<file path="config.mk">
export PLATFORM = sky130hd
export DESIGN_NAME = conv_frame_sequencer_flat
export DESIGN_NICKNAME = d
export VERILOG_FILES = /design/src/rtl/conv_frame_sequencer_if.sv /design/src/rtl/conv_frame_sequencer.sv /design/src/flat_wrapper.sv
export SDC_FILE = /design/constraint.sdc
export NUM_CORES = 1
export LEC_CHECK = 0
export BUFFER_PORTS_ARGS = -buffer_cell sky130_fd_sc_hd__clkbuf_2
export CAP_MARGIN = 25
export CORE_UTILIZATION = 40
export DETAILED_ROUTE_END_ITERATION = 10
export PLACE_DENSITY = 0.66
export SLEW_MARGIN = 30
export SYNTH_ARGS = -nofsm -noshare
export SYNTH_HDL_FRONTEND = slang
export SYNTH_SLANG_ARGS = --single-unit
export TNS_END_PERCENT = 10
</file>
<file path="constraint.sdc">
create_clock -name clk -period 2.6 [get_ports clk]
set_input_delay 0.52 -clock clk [delete_from_list [all_inputs] [get_ports clk]]
set_output_delay 0.52 -clock clk [all_outputs]
set_load 0.05 [all_outputs]
</file>
<file path="src/rtl/conv_frame_sequencer_if.sv">
// Bus bundle for the convolution frame sequencer:
// pixel read port, engine stream, result write port, control/status.
interface conv_frame_sequencer_if #(
  parameter int DATA_WIDHT = 32,
  parameter int ADDR_WIDTH = 16
);
  logic                  start;
  logic                  hold;
  logic                  rd_en;
  logic [ADDR_WIDTH-1:0] rd_addr;
  logic [DATA_WIDHT-1:0] rd_data;
  logic [DATA_WIDHT-1:0] conv_data;
  logic                  conv_valid;
  logic [DATA_WIDHT-1:0] conv_result;
  logic                  conv_rvalid;
  logic                  wr_en;
  logic [ADDR_WIDTH-1:0] wr_addr;
  logic [DATA_WIDHT-1:0] wr_data;
  logic                  busy;
  logic                  done;
  logic                  err_extra;
  logic                  err_timeout;

  modport master (
    input  start, hold, rd_data,
    input  conv_result, conv_rvalid,
    output rd_en, rd_addr,
    output conv_data, conv_valid,
    output wr_en, wr_addr, wr_data,
    output busy, done,
    output err_extra, err_timeout
  );

  modport slave (
    output start, hold, rd_data,
    output conv_result, conv_rvalid,
    input  rd_en, rd_addr,
    input  conv_data, conv_valid,
    input  wr_en, wr_addr, wr_data,
    input  busy, done,
    input  err_extra, err_timeout
  );
endinterface

</file>
<file path="src/rtl/conv_frame_sequencer.sv">
// Frame controller for the 3x3 conv engine: feeds pixels
// in raster order and stores the engine results.
module conv_frame_sequencer #(
  parameter int DATA_WIDHT    = 32,
  parameter int IMG_WIDTH     = 220,
  parameter int IMG_HEIGHT    = 220,
  parameter int ADDR_WIDTH    = 16,
  parameter int DRAIN_TIMEOUT = 64
) (
  input logic clk,
  input logic rst,
  conv_frame_sequencer_if.master bus
);

  localparam int PIX_TOTAL = IMG_WIDTH * IMG_HEIGHT;
  localparam int OUT_TOTAL = (IMG_WIDTH - 2) * (IMG_HEIGHT - 2);
  localparam int TW = $clog2(DRAIN_TIMEOUT + 1);

  localparam logic [ADDR_WIDTH-1:0] PIX_END =
    ADDR_WIDTH'(PIX_TOTAL);
  localparam logic [ADDR_WIDTH-1:0] PIX_LAST =
    ADDR_WIDTH'(PIX_TOTAL - 1);
  localparam logic [ADDR_WIDTH-1:0] OUT_END =
    ADDR_WIDTH'(OUT_TOTAL);
  localparam logic [TW-1:0] TO_LAST =
    TW'(DRAIN_TIMEOUT - 1);

  typedef enum logic [1:0] {
    IDLE,
    FEED,
    DRAIN,
    DONE
  } state_t;

  state_t                state;
  logic [ADDR_WIDTH-1:0] pix_cnt;
  logic [ADDR_WIDTH-1:0] out_cnt;
  logic [TW-1:0]         idle_cnt;
  logic                  vld_q;
  logic [DATA_WIDHT-1:0] data_q;
  logic                  rd_fire;
  logic                  res_ok;

  assign rd_fire = (state == FEED) && !bus.hold &&
                   (pix_cnt != PIX_END);
  assign res_ok  = bus.conv_rvalid &&
                   ((state == FEED) || (state == DRAIN)) &&
                   (out_cnt != OUT_END);

  assign bus.rd_en      = rd_fire;
  assign bus.rd_addr    = pix_cnt;
  assign bus.conv_valid = vld_q;
  // Memory data arrives one cycle after the read; forward it
  // straight to the engine and keep the last word otherwise.
  assign bus.conv_data  = vld_q ? bus.rd_data : data_q;
  assign bus.busy       = (state == FEED) || (state == DRAIN);
  assign bus.done       = (state == DONE);

  // Feed pipe: valid follows the read strobe by one cycle.
  always_ff @(posedge clk) begin
    if (rst) begin
      vld_q  <= 1'b0;
      data_q <= '0;
    end else begin
      vld_q <= rd_fire;
      if (vld_q) data_q <= bus.rd_data;
    end
  end

  // Frame FSM with pixel/result counters and result capture.
  always_ff @(posedge clk) begin
    if (rst) begin
      state           <= IDLE;
      pix_cnt         <= '0;
      out_cnt         <= '0;
      idle_cnt        <= '0;
      bus.wr_en       <= 1'b0;
      bus.wr_addr     <= '0;
      bus.wr_data     <= '0;
      bus.err_extra   <= 1'b0;
      bus.err_timeout <= 1'b0;
    end else begin
      bus.wr_en <= res_ok;
      if (res_ok) begin
        bus.wr_addr <= out_cnt;
        bus.wr_data <= bus.conv_result;
        out_cnt     <= out_cnt + 1'b1;
      end else if (bus.conv_rvalid) begin
        bus.err_extra <= 1'b1;
      end
      if (rd_fire) pix_cnt <= pix_cnt + 1'b1;
      unique case (state)
        IDLE: begin
          idle_cnt <= '0;
          if (bus.start) begin
            state           <= FEED;
            pix_cnt         <= '0;
            out_cnt         <= '0;
            bus.err_extra   <= 1'b0;
            bus.err_timeout <= 1'b0;
          end
        end
        FEED: begin
          idle_cnt <= '0;
          if (rd_fire && (pix_cnt == PIX_LAST))
            state <= DRAIN;
        end
        DRAIN: begin
          if (out_cnt == OUT_END) begin
            state <= DONE;
          end else if (bus.conv_rvalid) begin
            idle_cnt <= '0;
          end else if (idle_cnt == TO_LAST) begin
            bus.err_timeout <= 1'b1;
            state           <= DONE;
          end else begin
            idle_cnt <= idle_cnt + 1'b1;
          end
        end
        DONE: begin
          idle_cnt <= '0;
          state    <= IDLE;
        end
      endcase
    end
  end

endmodule

</file>
<file path="src/flat_wrapper.sv">
// flat-port wrapper written by rule: the top's interface ports become plain ports
module conv_frame_sequencer_flat 
#(
  parameter int DATA_WIDHT    = 32,
  parameter int IMG_WIDTH     = 220,
  parameter int IMG_HEIGHT    = 220,
  parameter int ADDR_WIDTH    = 16,
  parameter int DRAIN_TIMEOUT = 64
)
  (clk, rst, bus_start, bus_hold, bus_rd_data, bus_conv_result, bus_conv_rvalid, bus_rd_en, bus_rd_addr, bus_conv_data, bus_conv_valid, bus_wr_en, bus_wr_addr, bus_wr_data, bus_busy, bus_done, bus_err_extra, bus_err_timeout);
  conv_frame_sequencer_if #(.DATA_WIDHT(DATA_WIDHT), .ADDR_WIDTH(ADDR_WIDTH)) bus_i ();
  input logic clk;
  input logic rst;
  input wire logic [$bits(bus_i.start)-1:0] bus_start;
  input wire logic [$bits(bus_i.hold)-1:0] bus_hold;
  input wire logic [$bits(bus_i.rd_data)-1:0] bus_rd_data;
  input wire logic [$bits(bus_i.conv_result)-1:0] bus_conv_result;
  input wire logic [$bits(bus_i.conv_rvalid)-1:0] bus_conv_rvalid;
  output wire logic [$bits(bus_i.rd_en)-1:0] bus_rd_en;
  output wire logic [$bits(bus_i.rd_addr)-1:0] bus_rd_addr;
  output wire logic [$bits(bus_i.conv_data)-1:0] bus_conv_data;
  output wire logic [$bits(bus_i.conv_valid)-1:0] bus_conv_valid;
  output wire logic [$bits(bus_i.wr_en)-1:0] bus_wr_en;
  output wire logic [$bits(bus_i.wr_addr)-1:0] bus_wr_addr;
  output wire logic [$bits(bus_i.wr_data)-1:0] bus_wr_data;
  output wire logic [$bits(bus_i.busy)-1:0] bus_busy;
  output wire logic [$bits(bus_i.done)-1:0] bus_done;
  output wire logic [$bits(bus_i.err_extra)-1:0] bus_err_extra;
  output wire logic [$bits(bus_i.err_timeout)-1:0] bus_err_timeout;
  assign bus_i.start = bus_start;
  assign bus_i.hold = bus_hold;
  assign bus_i.rd_data = bus_rd_data;
  assign bus_i.conv_result = bus_conv_result;
  assign bus_i.conv_rvalid = bus_conv_rvalid;
  assign bus_rd_en = bus_i.rd_en;
  assign bus_rd_addr = bus_i.rd_addr;
  assign bus_conv_data = bus_i.conv_data;
  assign bus_conv_valid = bus_i.conv_valid;
  assign bus_wr_en = bus_i.wr_en;
  assign bus_wr_addr = bus_i.wr_addr;
  assign bus_wr_data = bus_i.wr_data;
  assign bus_busy = bus_i.busy;
  assign bus_done = bus_i.done;
  assign bus_err_extra = bus_i.err_extra;
  assign bus_err_timeout = bus_i.err_timeout;
  conv_frame_sequencer #(.DATA_WIDHT(DATA_WIDHT), .IMG_WIDTH(IMG_WIDTH), .IMG_HEIGHT(IMG_HEIGHT), .ADDR_WIDTH(ADDR_WIDTH), .DRAIN_TIMEOUT(DRAIN_TIMEOUT)) u_core (.clk(clk), .rst(rst), .bus(bus_i));
endmodule
</file>
# Yosys cells after proc, flatten, opt, wreduce, memory -nomap -nowiden
# Cells that the tools add are included.
[word_totals]
output_inout_bits = 103
regBits = 125
[op_classes]
addsub = 3
n_mux = 26
n_eq_ne = 16
reduce_logical = 13
[ops]
columns = ["op", "n"]
rows = [
  ["$mux W16", 6],
  ["$add A16 B1 Y16 const B", 2],
  ["$eq A16 B16 Y1 const B", 2],
  ["$mux W32", 1],
  ["$ne A16 B16 Y1 const B", 2],
  ["$mux W7", 3],
  ["$pmux W7 S2", 1],
  ["$mux W2", 5],
  ["$ne A2 B2 Y1 const B", 5],
  ["$ne A3 B3 Y1 const B", 3],
  ["$mux W1", 8],
  ["$pmux W2 S4", 1],
  ["$add A7 B1 Y7 const B", 1],
  ["$eq A7 B6 Y1 const B", 1],
  ["$logic_and A1 B1 Y1", 5],
  ["$reduce_and A5 Y1", 1],
  ["$eq A2 B2 Y1 const B", 2],
  ["$reduce_and A4 Y1", 1],
  ["$reduce_or A3 Y1", 1],
  ["$eq A2 B1 Y1 const B", 1],
  ["$logic_not A2 Y1", 1],
  ["$pmux W1 S2", 1],
  ["$reduce_and A2 Y1", 1],
  ["$reduce_bool A2 Y1", 1],
  ["other kinds (2)", 2],
]

# Logic depth before layout (Yosys ltp)
[depth]
word_depth = 7
mapped_depth = 8

# Worst setup path before layout
# No wires, ideal clock.
[synth_timing]
path_kind = "reg-to-output"
startpoint = "reg u_core.pix_cnt[5] (netlist: u_core.bus.rd_addr[5])"
endpoint = "out bus_rd_en"
arrival_time_ns = 1.763
n_path_buf = 1
path_slack_ns = 0.317
path_stages_with_launch = 6
path_cell_list = "dfxtp_1 > buf_2 > nor4b_1 > nand3_1 > o31ai_4 > inv_1"
[synth_via]
elab_chain_len = 2
[synth_lines]
columns = ["element", "line", "text"]
rows = [
  ["from (decl)", "conv_frame_sequencer.sv:36", "logic [ADDR_WIDTH-1:0] pix_cnt;"],
  ["from (signal assigned)", "conv_frame_sequencer.sv:91", "if (rd_fire) pix_cnt <= pix_cnt + 1'b1;"],
  ["$ne A16 B16 Y1", "conv_frame_sequencer.sv:45", "(pix_cnt != PIX_END);"],
  ["$logic_and A1 B1 Y1", "conv_frame_sequencer.sv:44", "assign rd_fire = (state == FEED) && !bus.hold &&"],
  ["to (decl)", "flat_wrapper.sv:19", "output wire logic [$bits(bus_i.rd_en)-1:0] bus_rd_en;"],
]
# Every way passes these cells.

# Final worst setup path
# Same ends and word-level chain as after synthesis.

==> flow_summary.toml <==
[run_status]
status = "complete, no violations"

[routing]
antenna_left = 0
first_pass_iters = 6
routed_wl_mm = 12.2
drtIter0Drc = 297
vias_per_cell = 4.81
drc_errors = 0
drt-wirelength-per-cell_um = 13.3
vias = 4399

[global_route]
overflow = 0
antenna_found_initial = 0
grt_pass1_wl_mm = 19.5
grt_max_degree = 51
grt_pass1_vias = 4009
track_usage_pct = 18.8

[worst_setup_path]
cp_data_arrival_time_ns = 1.93
r2r-end = "u_core.bus.wr_data[21]"
slowest_stage = "dfxtp_1"
cp_data_required_time_ns = 2.08
cp_cell_sequence = "nor4b_2 > nand3_1 > o31ai_4 > inv_1 > clkbuf_2"
r2r-start = "u_core.state[0]"
start_kind = "register"
cp-end-kind = "output pin"
ff2ff_path_depth = 7
critical_path.max_fanout = 8
path_buf_inv = 2
reg2reg_slack_ns = 0.49
cpLargestDelayFamily = "simple AND/OR/NAND/NOR gates"
critPathKind = "reg2out"
critPathMaxStageDelay_ns = 0.39

[clocking]
cts_tree = "yes"
clk_pin_slew_ns = 0.06
htree_levels = 4
cts_buffers = 17
clock_sink_count = 125
root_buffer = "clkbuf_16"
clockBufferDepth = 2
clk_latency_ns = 0.40
ctsHoldBuffers = 0

[power_and_ir_drop]
power.share.clock_pct = 38.2
p_leak_nw = 2.88
power_mw = 6.56
ir_drop_v = 0.000373
p_per_area_mw_per_mm2 = 968
switchingPower_mw = 2.30
pwr-share-comb_pct = 28.5
p_int_mw = 4.26
seqPwrFrac_pct = 33.4
p_sw_share_pct = 35.1

[logic_synthesis]
synthMuxAreaShare_pct = 7.62
ys_types = 51
ys_seq_elements = 125
synth_compound_area_share_pct = 8.82
synth_fa_ha_area_share_pct = 2.20
synthCells = 564
synth-seq-area-share_pct = 48.9
synth_top_family_by_area = "simple AND/OR/NAND/NOR gates"
synth_top_area_share_pct = 48.9
synth-xor-area-share_pct = 4.79
syn-cell-area_mm2 = 0.00512
synth_nets = 642
yosys.area_share.simple_pct = 24.1
yosysTopAreaCell = "dfxtp_1"
synth_area_leaders = "dfxtp_1, nand2_1, a21oi_1"
avgSynthCellArea_um2 = 9.08
yosysWarnings = 0

[cells_and_area]
layout-drive-gt1-share_pct = 33.7
fin_nets = 812
fill_cells = 1099
multi_input_area_mm2 = 0.00246
register_area_mm2 = 0.00250
areaGrowthSynthToFinish_pct = 32.4
antenna_cells = 0
fin_util_pct = 55.3

[floorplan]
core_mm2 = 0.0123
die_x_um = 115
rows = 40
dieArea_mm2 = 0.0133
ioPinCount = 172
die_y_um = 115
start_util_pct = 41.8

[placed_design]
finalWeightedCongestion = 0.828
numPortBuffers = 171
dp_hpwl_mm = 8.76

[hold_path]
hp-class = "in2reg"
holdPathStages = 2
min_from = "rst"
holdPathEnd = "u_core.bus.conv_valid"

[timing]
final_max_slew_viol_count = 0
hold_violations = 0
fin_crit_sh_pct = 94.1
max_freq_mhz = 409
clock_skew_ns = 0.00735
min_period_ns = 2.45
hold_slack_ns = 0.325
setup_viol = 0
worst_slew_pin_slew_ns = 0.626
relSlewSlack_pct = 57.9

[job]
drv_cap = 0
## kinds of logic (layout without fill, tap and decap cells)
family | after synthesis | after routing
simple gates | 248 | 248
flops | 125 | 125
compound gates | 78 | 78
buf+inv | 41 | 224
mux | 35 | 35
xor+xnor | 28 | 28
fa+ha+maj | 9 | 9
## repair_timing
item | CTS | global route
setup endpoints to repair | 1 | 1
gates resized for setup | 1 | 0
pin swaps | 0 | 1
setup buffers | 0 | 3
## cells in the mapped netlist (all sizes together)
library cell and number:
and4 5, nor3 7, buf 12, o31ai 3
nor4 4, o311ai 1, nor2b 1, xnor2 15
o21a 1, a21o 1, and3 4, ha 9
mux2i 3, a21oi 60, and2 34, nor2 36
clkbuf 19, dfxtp 125, and3b 1, xor2 13
o31a 1, clkinv 1, or4 1, a31oi 1
nor4b 6, nand2 121, nand3 12, a41oi 1
nand2b 2, mux2 32, nor3b 1, nand4 6
o21ai 6, or3 5, inv 9, nor4bb 1
or2 1, o311a 2, a41o 1
## worst max-delay path by stage
stage | depth (start not counted) | startpoint | end
6_report | 5 | u_core.bus.rd_addr[5] | bus_rd_en
5_1_grt | 5 | u_core.bus.rd_addr[5] | bus_rd_en
4_1_cts | 5 | u_core.bus.rd_addr[5] | bus_rd_en
3_5_place_dp | 5 | u_core.bus.rd_addr[5] | bus_rd_en
3_3_place_gp | 5 | u_core.bus.rd_addr[5] | bus_rd_en
2_1_floorplan | 5 | u_core.bus.rd_addr[5] | bus_rd_en
## metal layers
metal,GRT usage (%),vias to the layer above,routed length [um]
met5,0,-,0
met1,22.3,2041,5420
met4,7.79,0,167
li1,-,2226,-
met3,4.48,10,616
met2,32.4,122,5990
## cell usage in the layout (no fill, tap or decap), types with 4 or more instances in the layout
master	count
inv_1	9
clkbuf_16	17
nor3_1	7
o21ai_0	5
a21oi_1	60
mux2_1	8
xor2_1	13
or3_1	5
dfxtp_1	125
buf_4	11
and2_1	34
clkbuf_2	171
bufinv_16	4
xnor2_1	15
nand4_1	6
mux2_2	24
nand2_1	121
ha_1	9
nand3_1	11
nor4b_2	5
nor2_1	36
## power by group through the flow
stage | logic, mW | registers, mW | clock network (mW)
3_5_place_dp | 1.87 | 2.23 | 0
2_1_floorplan | 1.02 | 2.64 | 0
6_report | 1.87 | 2.19 | 2.51
5_1_grt | 2.02 | 2.21 | 2.64
3_3_place_gp | 1.83 | 2.22 | 0
4_1_cts | 1.87 | 2.19 | 2.55
## state kept, by name, summed over array words and instances (netlist names), 2 cells and up
signal / cells
u_core.bus.rd_addr: 16
u_core.bus.wr_addr: 16
u_core.bus.wr_data: 32
u_core.data_q: 32
u_core.idle_cnt: 7
u_core.out_cnt: 16
u_core.state: 2
## through the flow
stage,setup WS (ns),TNS (ns),std cells,instance area (um^2)
3_5_place_dp,0.465,0,880,6120
5_1_grt,-0.0113,-0.0113,915,6780
6_report,0.152,0,915,6780
4_1_cts,0.00893,0,912,6760
3_3_place_gp,0.515,0,880,6120
2_1_floorplan,0.317,0,564,5120
## layout make-up
cell class	instances	share of cell area [%]
clock buffers	22	6.99
well taps	168	3.10
multi-input cells	398	36.2
inverters	10	0.553
clock inverters	10	2.38
repair buffers	182	13.8
flip-flops and latches	125	36.9
Power figures use the tool's default switching activity.
